### src/rtl/fm_pkg.sv
// fm_pkg: shared state encoding, source-select constants and sizing helpers
// for the FM test-path capture sequencer (fm_capture_ctrl).
`default_nettype none

package fm_pkg;

  typedef enum logic [2:0] {
    IDLE    = 3'd0,
    FLUSH   = 3'd1,
    SETTLE  = 3'd2,
    CAPTURE = 3'd3,
    REPORT  = 3'd4
  } state_t;

  localparam logic SRC_SINE = 1'b0;
  localparam logic SRC_TRI  = 1'b1;

  localparam int DEF_IN_W  = 8;
  localparam int DEF_OUT_W = 12;

  function automatic int cnt_width(input int n);
    return (n <= 1) ? 1 : $clog2(n);
  endfunction

  function automatic int max3(input int a, input int b, input int c);
    int m;
    m = (a > b) ? a : b;
    return (m > c) ? m : c;
  endfunction

endpackage

`default_nettype wire

### src/rtl/fm_capture_ctrl_if.sv
// fm_capture_ctrl_if: command, source, demodulator and result signals of the
// capture sequencer. mean_val exists only when FM_CAPTURE_MEAN_EN is defined.
`default_nettype none

interface fm_capture_ctrl_if
  import fm_pkg::*;
#(
  parameter int IN_W  = DEF_IN_W,
  parameter int OUT_W = DEF_OUT_W
) ();

  logic             start;
  logic             src_sel;
  logic [IN_W-1:0]  fm_a;
  logic [IN_W-1:0]  fm_b;
  logic [IN_W-1:0]  fmin;
  logic             dm_reset;
  logic [OUT_W-1:0] dmout;
  logic             busy;
  logic             done;
  logic [OUT_W-1:0] min_val;
  logic [OUT_W-1:0] max_val;
  logic [OUT_W:0]   p2p;
`ifdef FM_CAPTURE_MEAN_EN
  logic [OUT_W-1:0] mean_val;
`endif

  modport master (
    output start, src_sel, fm_a, fm_b, dmout,
    input  fmin, dm_reset, busy, done, min_val, max_val, p2p
`ifdef FM_CAPTURE_MEAN_EN
    , input mean_val
`endif
  );

  modport slave (
    input  start, src_sel, fm_a, fm_b, dmout,
    output fmin, dm_reset, busy, done, min_val, max_val, p2p
`ifdef FM_CAPTURE_MEAN_EN
    , output mean_val
`endif
  );

endinterface

`default_nettype wire

### src/rtl/fm_minmax_track.sv
// fm_minmax_track: signed running minimum/maximum over qualified samples,
// with synchronous clear and first-sample initialisation.
`default_nettype none

module fm_minmax_track #(
  parameter int W = 12
) (
  input  wire logic                clk,
  input  wire logic                reset,
  input  wire logic                clr_i,
  input  wire logic                valid_i,
  input  wire logic                init_i,
  input  wire logic signed [W-1:0] sample_i,
  output logic signed [W-1:0]      min_o,
  output logic signed [W-1:0]      max_o,
  output logic signed [W-1:0]      min_nxt_o,
  output logic signed [W-1:0]      max_nxt_o
);

  logic signed [W-1:0] min_q, min_d;
  logic signed [W-1:0] max_q, max_d;

  always_comb begin
    min_d = min_q;
    max_d = max_q;
    if (clr_i) begin
      min_d = '0;
      max_d = '0;
    end else if (valid_i) begin
      if (init_i) begin
        min_d = sample_i;
        max_d = sample_i;
      end else begin
        if (sample_i < min_q) min_d = sample_i;
        if (sample_i > max_q) max_d = sample_i;
      end
    end
  end

  always_ff @(posedge clk or negedge reset) begin
    if (!reset) begin
      min_q <= '0;
      max_q <= '0;
    end else begin
      min_q <= min_d;
      max_q <= max_d;
    end
  end

  assign min_o     = min_q;
  assign max_o     = max_q;
  assign min_nxt_o = min_d;
  assign max_nxt_o = max_d;

endmodule

`default_nettype wire

### src/rtl/fm_capture_ctrl.sv
// fm_capture_ctrl: flush / settle / capture sequencer for the FM demodulator
// test path. Optional mean output enabled by FM_CAPTURE_MEAN_EN.
`default_nettype none

module fm_capture_ctrl
  import fm_pkg::*;
#(
  parameter int IN_W       = DEF_IN_W,
  parameter int OUT_W      = DEF_OUT_W,
  parameter int FLUSH_CYC  = 4,
  parameter int SETTLE_CYC = 256,
  parameter int WIN_LEN    = 1024
) (
  input wire logic          clk,
  input wire logic          reset,
  fm_capture_ctrl_if.slave  bus
);

  localparam int CNT_W = cnt_width(max3(FLUSH_CYC, SETTLE_CYC, WIN_LEN));
  localparam logic [CNT_W-1:0] FLUSH_LAST  = CNT_W'(FLUSH_CYC - 1);
  localparam logic [CNT_W-1:0] SETTLE_LAST = CNT_W'(SETTLE_CYC - 1);
  localparam logic [CNT_W-1:0] WIN_LAST    = CNT_W'(WIN_LEN - 1);

  state_t             state_q, state_d;
  logic [CNT_W-1:0]   cnt_q, cnt_d;
  logic               src_q, src_d;
  logic [IN_W-1:0]    fmin_q, fmin_d;
  logic               dm_reset_q, dm_reset_d;
  logic [OUT_W:0]     p2p_q, p2p_d;

  logic               w_clr;
  logic               w_last_cap;
  logic               w_capture;
  logic               w_first;
  logic [OUT_W-1:0]   w_min, w_max, w_min_nxt, w_max_nxt;

  always_comb begin
    state_d    = state_q;
    cnt_d      = cnt_q + CNT_W'(1);
    src_d      = src_q;
    w_clr      = 1'b0;
    w_last_cap = 1'b0;
    case (state_q)
      IDLE: begin
        cnt_d = '0;
        if (bus.start) begin
          state_d = FLUSH;
          src_d   = bus.src_sel;
        end
      end
      FLUSH: begin
        if (cnt_q == FLUSH_LAST) begin
          state_d = SETTLE;
          cnt_d   = '0;
        end
      end
      SETTLE: begin
        if (cnt_q == SETTLE_LAST) begin
          state_d = CAPTURE;
          cnt_d   = '0;
          w_clr   = 1'b1;
        end
      end
      CAPTURE: begin
        if (cnt_q == WIN_LAST) begin
          state_d    = REPORT;
          cnt_d      = '0;
          w_last_cap = 1'b1;
        end
      end
      REPORT: begin
        state_d = IDLE;
        cnt_d   = '0;
      end
      default: begin
        state_d = IDLE;
        cnt_d   = '0;
      end
    endcase
  end

  assign w_capture = (state_q == CAPTURE);
  assign w_first   = (cnt_q == '0);

  // Source follows the newly latched selection from the cycle the start is accepted.
  assign fmin_d     = (src_d == SRC_TRI) ? bus.fm_b : bus.fm_a;
  assign dm_reset_d = (state_d != FLUSH);

  fm_minmax_track #(
    .W (OUT_W)
  ) u_minmax (
    .clk       (clk),
    .reset     (reset),
    .clr_i     (w_clr),
    .valid_i   (w_capture),
    .init_i    (w_first),
    .sample_i  ($signed(bus.dmout)),
    .min_o     (w_min),
    .max_o     (w_max),
    .min_nxt_o (w_min_nxt),
    .max_nxt_o (w_max_nxt)
  );

  // Loaded from the tracker's next values so p2p is valid alongside done.
  always_comb begin
    p2p_d = p2p_q;
    if (w_clr) begin
      p2p_d = '0;
    end else if (w_last_cap) begin
      p2p_d = {w_max_nxt[OUT_W-1], w_max_nxt} - {w_min_nxt[OUT_W-1], w_min_nxt};
    end
  end

  always_ff @(posedge clk or negedge reset) begin
    if (!reset) begin
      state_q    <= IDLE;
      cnt_q      <= '0;
      src_q      <= SRC_SINE;
      fmin_q     <= '0;
      dm_reset_q <= 1'b0;
      p2p_q      <= '0;
    end else begin
      state_q    <= state_d;
      cnt_q      <= cnt_d;
      src_q      <= src_d;
      fmin_q     <= fmin_d;
      dm_reset_q <= dm_reset_d;
      p2p_q      <= p2p_d;
    end
  end

`ifdef FM_CAPTURE_MEAN_EN
  localparam int LOG2W = $clog2(WIN_LEN);
  localparam int ACC_W = OUT_W + LOG2W;

  logic signed [ACC_W-1:0] acc_q, acc_d;
  logic signed [ACC_W-1:0] w_samp_ext;
  logic [OUT_W-1:0]        mean_q, mean_d;

  assign w_samp_ext = {{LOG2W{bus.dmout[OUT_W-1]}}, bus.dmout};

  always_comb begin
    acc_d = acc_q;
    if (w_capture) begin
      acc_d = (w_first ? '0 : acc_q) + w_samp_ext;
    end
  end

  // Dropping the low LOG2W bits of the sum is an arithmetic shift that floors.
  always_comb begin
    mean_d = mean_q;
    if (w_last_cap) begin
      mean_d = acc_d[ACC_W-1:LOG2W];
    end
  end

  always_ff @(posedge clk or negedge reset) begin
    if (!reset) begin
      acc_q  <= '0;
      mean_q <= '0;
    end else begin
      acc_q  <= acc_d;
      mean_q <= mean_d;
    end
  end

  assign bus.mean_val = mean_q;
`endif

  assign bus.fmin     = fmin_q;
  assign bus.dm_reset = dm_reset_q;
  assign bus.busy     = (state_q != IDLE);
  assign bus.done     = (state_q == REPORT);
  assign bus.min_val  = w_min;
  assign bus.max_val  = w_max;
  assign bus.p2p      = p2p_q;

endmodule

`default_nettype wire

### src/flat_wrapper.sv
// flat-port wrapper written by rule: the top's interface ports become plain ports
module fm_capture_ctrl_flat import fm_pkg::*;
#(
  parameter int IN_W       = DEF_IN_W,
  parameter int OUT_W      = DEF_OUT_W,
  parameter int FLUSH_CYC  = 4,
  parameter int SETTLE_CYC = 256,
  parameter int WIN_LEN    = 1024
)
  (clk, reset, bus_start, bus_src_sel, bus_fm_a, bus_fm_b, bus_dmout, bus_fmin, bus_dm_reset, bus_busy, bus_done, bus_min_val, bus_max_val, bus_p2p);
  fm_capture_ctrl_if #(.IN_W(IN_W), .OUT_W(OUT_W)) bus_i ();
  input wire logic clk;
  input wire logic reset;
  input wire logic [$bits(bus_i.start)-1:0] bus_start;
  input wire logic [$bits(bus_i.src_sel)-1:0] bus_src_sel;
  input wire logic [$bits(bus_i.fm_a)-1:0] bus_fm_a;
  input wire logic [$bits(bus_i.fm_b)-1:0] bus_fm_b;
  input wire logic [$bits(bus_i.dmout)-1:0] bus_dmout;
  output wire logic [$bits(bus_i.fmin)-1:0] bus_fmin;
  output wire logic [$bits(bus_i.dm_reset)-1:0] bus_dm_reset;
  output wire logic [$bits(bus_i.busy)-1:0] bus_busy;
  output wire logic [$bits(bus_i.done)-1:0] bus_done;
  output wire logic [$bits(bus_i.min_val)-1:0] bus_min_val;
  output wire logic [$bits(bus_i.max_val)-1:0] bus_max_val;
  output wire logic [$bits(bus_i.p2p)-1:0] bus_p2p;
  assign bus_i.start = bus_start;
  assign bus_i.src_sel = bus_src_sel;
  assign bus_i.fm_a = bus_fm_a;
  assign bus_i.fm_b = bus_fm_b;
  assign bus_i.dmout = bus_dmout;
  assign bus_fmin = bus_i.fmin;
  assign bus_dm_reset = bus_i.dm_reset;
  assign bus_busy = bus_i.busy;
  assign bus_done = bus_i.done;
  assign bus_min_val = bus_i.min_val;
  assign bus_max_val = bus_i.max_val;
  assign bus_p2p = bus_i.p2p;
  fm_capture_ctrl #(.IN_W(IN_W), .OUT_W(OUT_W), .FLUSH_CYC(FLUSH_CYC), .SETTLE_CYC(SETTLE_CYC), .WIN_LEN(WIN_LEN)) u_core (.clk(clk), .reset(reset), .bus(bus_i));
endmodule
### config.mk
export PLATFORM = sky130hd
export DESIGN_NAME = fm_capture_ctrl_flat
export DESIGN_NICKNAME = d
export VERILOG_FILES = /design/src/rtl/fm_pkg.sv /design/src/rtl/fm_capture_ctrl_if.sv /design/src/rtl/fm_minmax_track.sv /design/src/rtl/fm_capture_ctrl.sv /design/src/flat_wrapper.sv
export SDC_FILE = /design/constraint.sdc
export NUM_CORES = 1
export LEC_CHECK = 0
export CAP_MARGIN = 20
export CORE_MARGIN = 10
export CORE_UTILIZATION = 40
export DETAILED_ROUTE_END_ITERATION = 8
export PLACE_DENSITY = 0.76
export SLEW_MARGIN = 20
export SYNTH_ARGS = -nofsm -noshare
export SYNTH_HDL_FRONTEND = slang
export SYNTH_SLANG_ARGS = --single-unit
### constraint.sdc
create_clock -name clk -period 4.35 [get_ports clk]
set_input_delay 0.87 -clock clk [delete_from_list [all_inputs] [get_ports clk]]
set_output_delay 0.87 -clock clk [all_outputs]
set_load 0.01 [all_outputs]
# == Word-level counts from Yosys, hierarchy flattened ==
# Cells that the tools add are included.
# classes
addsub,2
multipliers,0
div,0
n_lt_le_gt_ge,2
n_eq_ne,8
shifts,0
n_mux,26
bitwise_logic,0
reduce_logical,4
# op_table
cell,count
12-bit 2-to-1 mux,8
10-bit 2-to-1 mux,3
10-bit one-hot mux with 3 select lines,1
13-bit 2-to-1 mux,2
12-bit by 12-bit subtractor with 13-bit output,1
12-bit greater-than comparator,1
12-bit less-than comparator,1
3-bit 2-to-1 mux,4
3-bit one-hot mux with 4 select lines,1
10-bit by 1-bit adder with 10-bit output (second input constant),1
10-bit == test (second input constant),1
10-bit by 2-bit == test with 1-bit output (second input constant),1
10-bit by 8-bit == test with 1-bit output (second input constant),1
10-bit logical NOT,1
8-bit 2-to-1 mux,1
3-bit by 2-bit == test with 1-bit output (second input constant),2
1-bit 2-to-1 mux,6
3-bit by 1-bit == test with 1-bit output (second input constant),1
3-bit == test (second input constant),1
3-bit logical NOT,1
3-bit by 1-bit != test with 1-bit output (second input constant),1
3-bit nonzero test,1
2-bit nonzero test,1
# totals
register_bits,60
latchBits,0
mem_bits_rw,0
mem_bits_ro,0
output_inout_bits,48
n_memories,0

# == Logic depth before layout (Yosys ltp) ==
# Gate-level depths: netlist of the first run.
# logic_depth
word_depth,8
depth_mapped,23
ltp_nobuf,23

# == Cells and area by module ==
# From an unflattened synthesis of the first run, not the netlist that was laid out.
# hier_totals
hier_cells,419
area_unflattened_um2,3937.5
# by_module_without_submodules
module,n_inst,cells_per_inst,area_per_inst_um2,seq_area_each_um2
fm_capture_ctrl,1,244,2199.6,900.9
fm_minmax_track,1,175,1737.9,600.6

# == Worst setup path after synthesis of the first run ==
# OpenSTA, ideal clock, no wires.
# synth_path
path_kind,input to register
startpoint,in bus_dmout[11]
endpoint,"reg u_core.p2p_q[10], in the netlist u_core.bus.p2p[10]"
setup_ns,0.131
arrival_time_ns,4.669
t_required_ns,4.219
path_slack_ns,-0.450
path_stages,20
n_path_buf,1
cell_sequence,ha_1 -> and4_1 -> nand2_1 -> a221oi_1 -> a211oi_1 -> o21ai_1 -> clkbuf_1 -> mux2i_1 -> nor2_1 -> ha_1 -> nor2b_1 -> o21ai_0 -> nand2b_1 -> a21o_1 -> a21oi_1 -> a21oi_1 -> o21ai_0 -> nor2b_4 -> nor4_1 -> or3_1
# synth_between
elab_chain_cells,8
elab_cells_between_ends,13
cone_classes,add/sub: 1; order compare: 2; mux: 10
# synth_lines
item,line_no,source
from (decl),flat_wrapper.sv:18,input wire logic [$bits(bus_i.dmout)-1:0] bus_dmout;
12-bit greater-than comparator,fm_minmax_track.sv:35,if (sample_i > max_q) max_d = sample_i;
12-bit 2-to-1 mux,fm_minmax_track.sv:35,
12-bit 2-to-1 mux,fm_minmax_track.sv:30,if (init_i) begin
12-bit 2-to-1 mux,fm_minmax_track.sv:29,end else if (valid_i) begin
12-bit 2-to-1 mux,fm_minmax_track.sv:26,if (clr_i) begin
net u_core.u_minmax.max_nxt_o[2],fm_minmax_track.sv:17,output logic signed [W-1:0] max_nxt_o
12-bit by 12-bit subtractor with 13-bit output,fm_capture_ctrl.sv:110,"p2p_d = {w_max_nxt[OUT_W-1], w_max_nxt} - {w_min_nxt[OUT_W-1], w_min_nxt};"
13-bit 2-to-1 mux,fm_capture_ctrl.sv:109,end else if (w_last_cap) begin
13-bit 2-to-1 mux,fm_capture_ctrl.sv:107,if (w_clr) begin
to (signal assigned),fm_capture_ctrl.sv:128,p2p_q <= p2p_d;
to (decl),fm_capture_ctrl.sv:29,"logic [OUT_W:0] p2p_q, p2p_d;"
# The timed path passes the listed nets, and every way through them passes these cells. The select of a mux whose other input is x is not followed.
# A chain may end at the register's enable or synchronous reset.

# == Final worst setup path of the first run ==
# layout_path
startpoint,in bus_dmout[10]
endpoint,"reg u_core.p2p_q[10], in the netlist u_core.bus.p2p[10]"
# Same word-level chain as after synthesis.

==> flow_summary.json, run 1 <==
{
  "status": "finished, violations left",
  "violations": "setup timing",
  "routedWlPerCell_microns": 17.6,
  "slew_headroom_pct": 33.1,
  "dp_hpwl_microns": 8400,
  "ioPinCount": 80,
  "seq_area_frac_synth_pct": 38.9,
  "rows": 35,
  "hold_depth": 1,
  "root_buffer": "clkbuf_8",
  "worst_path_largest_cell_delay_ns": 0.37,
  "grt_pass1_wl_microns": 18800,
  "r2r_slack_ns": -0.04,
  "nets": 639,
  "finalSetupViolations": 2,
  "hold_end": "u_core.cnt_q[0]$_DFF_PN0_",
  "endpoint_kind": "flip-flop",
  "drive_gt1_share_pct": 34.1,
  "layout_common_cells": "buf_4 (83), clkdlybuf4s50_1 (66), dfrtp_1 (60)",
  "synthXorXnorAreaFrac_pct": 4.31,
  "synth_cell_types": 57,
  "synth_warnings": 0,
  "antenna_cells": 0,
  "grt_usage_pct": 16.1,
  "netlist_area_sq_um": 3860,
  "hold_viol": 0,
  "arrival_ns": 4.70,
  "drv_cap": 0,
  "cts_tree": "yes",
  "ir_drop_v": 0.000193,
  "syn2layout_area_growth_pct": 57.0,
  "totalPowerFinal_mw": 1.39,
  "grt_pass1_vias": 3823,
  "pre_cts_ws_ns": -0.798,
  "core_region_area_sq_um": 9330,
  "gp_congestion": 0.882,
  "synth_top_family_by_area": "simple AND/OR/NAND/NOR gates",
  "cp_slowest_cell": "fa_2",
  "path_clk_slew_ns": 0.07,
  "critPathLaunchType": "primary input",
  "fin_area_sq_um": 6060,
  "start_util_pct": 41.4,
  "cts_inserted_buffers": 9,
  "r2r_cells": 24,
  "ant_nets": 0,
  "avgSynthCellArea_sq_um": 9.55,
  "drc": 0,
  "htreeDepth": 3,
  "leakage_nw": 2.81,
  "critPathBufInv": 2,
  "setup_tns_ns": -0.171,
  "fp.dieW_microns": 118,
  "vias": 3639,
  "cp.depth": 23,
  "synth_compound_area_share_pct": 12.2,
  "syn_nets": 474,
  "path_class": "in -> reg",
  "die_y_microns": 118,
  "yosys_most_used_dff": "dfrtp_1",
  "port_buffers": 79,
  "rsz0062_at_grt": "true",
  "synthMuxAreaShare_pct": 8.56,
  "drv_slew": 0,
  "syn-instance-count": 404,
  "cts.sinks": 60,
  "avgViaCountPerCell": 5.18,
  "fin_crit_ns": 4.48,
  "dieArea_sq_um": 14000,
  "crit_path_cell_trace": "buf_6 -> ha_4 -> and4_4 -> nand2_4 -> a22o_1 -> a211oi_2 -> o21ai_2 -> nor2_1 -> a21oi_2 -> nor2_1 -> inv_1 -> ha_4 -> fa_2 -> nor2b_4 -> o21ai_2 -> nand2b_1 -> a21o_1 -> a21oi_2 -> a21oi_1 -> o21ai_1 -> nor2b_4 -> and4_1 -> or3_1",
  "synth.ff_latch_count": 60,
  "cp_max_fo": 5,
  "final_common_cell": "buf_4",
  "worst_slack_ns": -0.125,
  "place_area_sq_um": 5300,
  "max_freq_mhz": 223,
  "required_ns": 4.57,
  "r2r_start": "u_core.u_minmax.max_o[1]$_DFF_PN0_",
  "post-route-period-util_pct": 103,
  "cts_buffer_depth": 2,
  "power_density_nw_per_um2": 229,
  "fill_cells": 697,
  "critPathTopFamily": "simple AND/OR/NAND/NOR gates",
  "drt-initial-drc-count": 190,
  "hold_class": "reg -> reg",
  "antenna_found_initial": 0,
  "clock_latency_ns": 0.35,
  "overflow": 0,
  "routed_wl_microns": 12400,
  "worst_slew_pin_slew_ns": 1.00,
  "drtPass1Iterations": 4,
  "synthAdderAreaFrac_pct": 12.5,
  "worstReg2RegEnd": "u_core.bus.p2p[10]$_DFFE_PN0P_",
  "async_reset_ff_share_pct": 100,
  "grt_max_degree": 35,
  "min_from": "u_core.cnt_q[0]$_DFF_PN0_",
  "finClkSkew_ns": 0.00848,
  "synth-simple-area-share_pct": 18.1,
  "synth_edf_count": 0
}
-- cells by family (layout without fill, tap and decap cells) --
| logic type | Yosys count | after routing |
|---|---|---|
| xor+xnor | 19 | 19 |
| simple gates | 133 | 133 |
| fa+ha+maj | 38 | 38 |
| compound gates | 67 | 67 |
| buf+inv | 55 | 225 |
| flops | 60 | 60 |
| mux | 32 | 32 |
-- worst reg2reg max path, stage by stage, from the launching register on --
cell and delay (ns):
dfrtp_1 0.42, inv_1 0.11, ha_4 0.26, nor2b_4 0.12, o211ai_1 0.24, buf_4 0.16, a221oi_2 0.05, a211oi_2 0.28
o21ai_2 0.16, nor2_1 0.19, a21oi_2 0.06, nor2_1 0.16, inv_1 0.10, ha_4 0.17, fa_2 0.37, nor2b_4 0.14
o21ai_2 0.07, nand2b_1 0.10, a21o_1 0.15, a21oi_2 0.07, a21oi_1 0.12, o21ai_1 0.09, nor2b_4 0.14, and4_1 0.18
or3_1 0.36
-- synth_stat cells (2+ instances only) --
cell	instances	area [sq um]
nor4_1	4	25.0
nand2b_1	5	31.3
and2_1	2	12.5
xor2_1	10	87.6
mux2i_1	24	240
buf_2	2	10.0
or2_2	12	75.1
nand3_1	18	90.1
a221oi_1	3	26.3
a211oi_1	5	37.5
nor2b_1	7	43.8
and4_1	3	26.3
or3_1	3	18.8
and3_1	5	31.3
o21ai_0	17	85.1
nor3_1	4	20.0
dfrtp_1	60	1500
ha_1	37	463
mux2_2	8	90.1
a21oi_2	2	17.5
xnor2_1	9	78.8
clkbuf_1	9	33.8
a21o_1	5	37.5
or2b_1	2	15.0
nand2_1	17	63.8
inv_1	42	158
o21ai_1	2	10.0
nand4_1	5	31.3
nor2_1	39	146
a21oi_1	15	75.1
o21a_1	2	15.0
-- registers in the layout, indices dropped and copies added, names as in the netlist --
register	count
u_core.bus.dm_reset	1
u_core.bus.fmin	8
u_core.src_q	1
u_core.state_q	3
u_core.u_minmax.min_o	12
u_core.cnt_q	10
u_core.bus.p2p	13
u_core.u_minmax.max_o	12
-- final cells by class --
| class | instances | area [sq um] | share of cell area (%) |
|---|---|---|---|
| Multi-Input combinational cell | 289 | 2580 | 42.6 |
| Sequential cell | 60 | 1500 | 24.8 |
| Timing Repair Buffer | 167 | 1460 | 24.0 |
| Tap cell | 129 | 161 | 2.66 |
| Inverter | 42 | 158 | 2.60 |
| Clock buffer | 10 | 138 | 2.27 |
| Clock inverter | 6 | 63.8 | 1.05 |
-- what timing repair did --
action / 4_1_cts / 5_1_grt
buffers inserted: 18 / 13
setup endpoints to repair: 7 / 6
gates resized for setup: 64 / 56
hold buffers: 0 / 0
pin swaps: 32 / 36
-- per-stage QoR --
stage                     utilization, %  instances  hold slack [ns]
after global placement              56.8        656            0.473
after detailed placement            56.8        656            0.483
final                               64.9        703            0.494
after global routing                64.9        703            0.506
after floorplan                        -        404            0.455
after CTS                           62.1        690            0.494
-- worst max-delay path by stage --
stage                  startpoint                              to
floorplan           bus_dmout[10]   u_core.bus.p2p[9]$_DFFE_PN0P_
global placement    bus_dmout[10]  u_core.bus.p2p[10]$_DFFE_PN0P_
detailed placement  bus_dmout[10]  u_core.bus.p2p[10]$_DFFE_PN0P_
CTS                  bus_dmout[5]   u_core.bus.p2p[9]$_DFFE_PN0P_
global route        bus_dmout[10]  u_core.bus.p2p[10]$_DFFE_PN0P_
finish              bus_dmout[10]  u_core.bus.p2p[10]$_DFFE_PN0P_
-- routing by layer --
layer	part of all wire (%)	track usage [%]
met5	0	0
met4	2.2	7.19
met3	5.2	4.09
met2	50	27.3
met1	42	18.9
-- report_power, final --
part	switching, mW	internal [mW]	leakage, nW
clock network	0.231	0.279	0.0983
logic	0.130	0.168	2.00
registers	0.00738	0.570	0.717
total	0.369	1.02	2.81
(Power assumes the default switching activity.)
==> run 2, diff against run 1 <==
--- a/config.mk
+++ b/config.mk
@@ -8,6 +8,7 @@
 export CAP_MARGIN = 20
 export CORE_MARGIN = 10
 export CORE_UTILIZATION = 40
+export CTS_CLUSTER_DIAMETER = 40
 export DETAILED_ROUTE_END_ITERATION = 8
 export PLACE_DENSITY = 0.76
 export SLEW_MARGIN = 20
==> results of run 2 <==
The final DEF is identical to that of run 1; final timing and power are the same.
==> run 3, diff against run 2 <==
--- a/config.mk
+++ b/config.mk
@@ -10,6 +10,7 @@
 export CORE_UTILIZATION = 40
 export CTS_CLUSTER_DIAMETER = 40
 export DETAILED_ROUTE_END_ITERATION = 8
+export HOLD_SLACK_MARGIN = 0.08
 export PLACE_DENSITY = 0.76
 export SLEW_MARGIN = 20
 export SYNTH_ARGS = -nofsm -noshare
==> results of run 3 <==
The final DEF is identical to that of run 1; final timing and power are the same.
==> RTL change, RTL diff (settings of run 3) <==
`WIN_LEN` is set to 1024 in 2 places; all go to 256.
--- a/src/rtl/fm_capture_ctrl.sv
+++ b/src/rtl/fm_capture_ctrl.sv
@@ -9,7 +9,7 @@
   parameter int OUT_W      = DEF_OUT_W,
   parameter int FLUSH_CYC  = 4,
   parameter int SETTLE_CYC = 256,
-  parameter int WIN_LEN    = 1024
+  parameter int WIN_LEN    = 256
 ) (
   input wire logic          clk,
   input wire logic          reset,
--- a/src/flat_wrapper.sv
+++ b/src/flat_wrapper.sv
@@ -5,7 +5,7 @@
   parameter int OUT_W      = DEF_OUT_W,
   parameter int FLUSH_CYC  = 4,
   parameter int SETTLE_CYC = 256,
-  parameter int WIN_LEN    = 1024
+  parameter int WIN_LEN    = 256
 )
   (clk, reset, bus_start, bus_src_sel, bus_fm_a, bus_fm_b, bus_dmout, bus_fmin, bus_dm_reset, bus_busy, bus_done, bus_min_val, bus_max_val, bus_p2p);
   fm_capture_ctrl_if #(.IN_W(IN_W), .OUT_W(OUT_W)) bus_i ();
Check against the original RTL: same outputs for any inputs over 10 cycles, from zero or initial values and one cycle with reset low; that may be too few to reach the edited logic, so the function may still have changed.
==> RTL change against run 3 <==
  * The flow still finishes with violations (setup timing)
  * Clock skew is 0.0070 ns higher
  * Core utilization shrank 1.4 points
  * Sequential cell count down 2
  * Wire length decreased by 6.0%
  * Power is 9.2% higher
  * Setup slack got worse by 0.082 ns
  * Critical path depth down 3
  * Synthesized area decreased by 3.7%
  * Synthesized cell count shrank 1.2%
  * Design area decreased by 4.0%
==> RTL change: results (changes against run 3) <==
Metal2 WL - 5.85 mm (-6.2%)
Post-synthesis mux area share - 8.08% (-0.48 points)
Iter 0 DRT Violations - 139 (-27%)
Syn Nets - 469 (-1.1%)
Drt first pass iters - 5 (+1)
Total GRT Usage - 17.9% (+1.8 points)
Final setup skew - 0.0155 ns (+0.00703 ns)
Placer Congestion - 0.900 (+2.0%)
Leakage power - 2.87 nW (+2.1%)
Vias in the first global route - 3956 (+3.5%)
Hold path depth - 2 (+1)
Setup WS post-layout - -0.207 ns (-0.0822 ns)
TNS Setup - -0.927 ns (-0.756 ns)
GR Layer Usage met1 - 20.2% (+1.4 points)
Detailed Route WL - 11.6 mm (-6.0%)
Failing checks - setup timing
Post-place setup slack - -1.15 ns (-0.354 ns)
Post-synthesis sequential area ratio - 39.1% (+0.16 points)
Worst slew pin tran - 0.818 ns (-0.183 ns)
Cell area after placement - 5190 µm² (-2.1%)
# setup viols final - 5 (+3)
Pint - 1.10 mW (+8.3%)
Most common library cells after synthesis - dfrtp_1, inv_1, nor2_1, ha_1, nand2_1
R2R setup slack - -0.13 ns (-0.09 ns)
Comb power frac - 24.8% (+3.3 points)
Met1 wire length - 4.79 mm (-8.3%)
Status - finished with violations
Critical Path End - u_core.bus.p2p[11]$_DFFE_PN0P_
Vias/cell - 5.15 (-0.45%)
==> RTL change: logic make-up after synthesis <==
group | count (synthesis)
buf+inv | 56
simple gates | 132
xor+xnor | 17
compound gates | 69
mux | 29
flops | 58
fa+ha+maj | 38
==> RTL change: cell type report <==
cell class                 instances  area share (%)
sequential                        58            25.0
inverter                          48            3.14
tap                              111            2.39
timing repair buffer             161            24.2
clock buffer                      10            2.37
clock inverter                     6            1.55
multi-input combinational        285            41.4
==> RTL change: stage by stage <==
stage | power (mW) | std cells | util [%]
floorplan | 0.717 | 399 | -
global placement | 0.880 | 644 | 56.7
detailed placement | 0.888 | 644 | 56.7
CTS | 1.51 | 680 | 63.2
global route | 1.58 | 679 | 63.5
finish | 1.51 | 679 | 63.5
==> RTL change: what timing repair did <==
| action | CTS | global route |
|---|---|---|
| setup endpoints to repair | 9 | 9 |
| resized for setup | 89 | 15 |
| gates cloned | 0 | 0 |
| setup buffers | 23 | 7 |
| pin swaps | 48 | 21 |
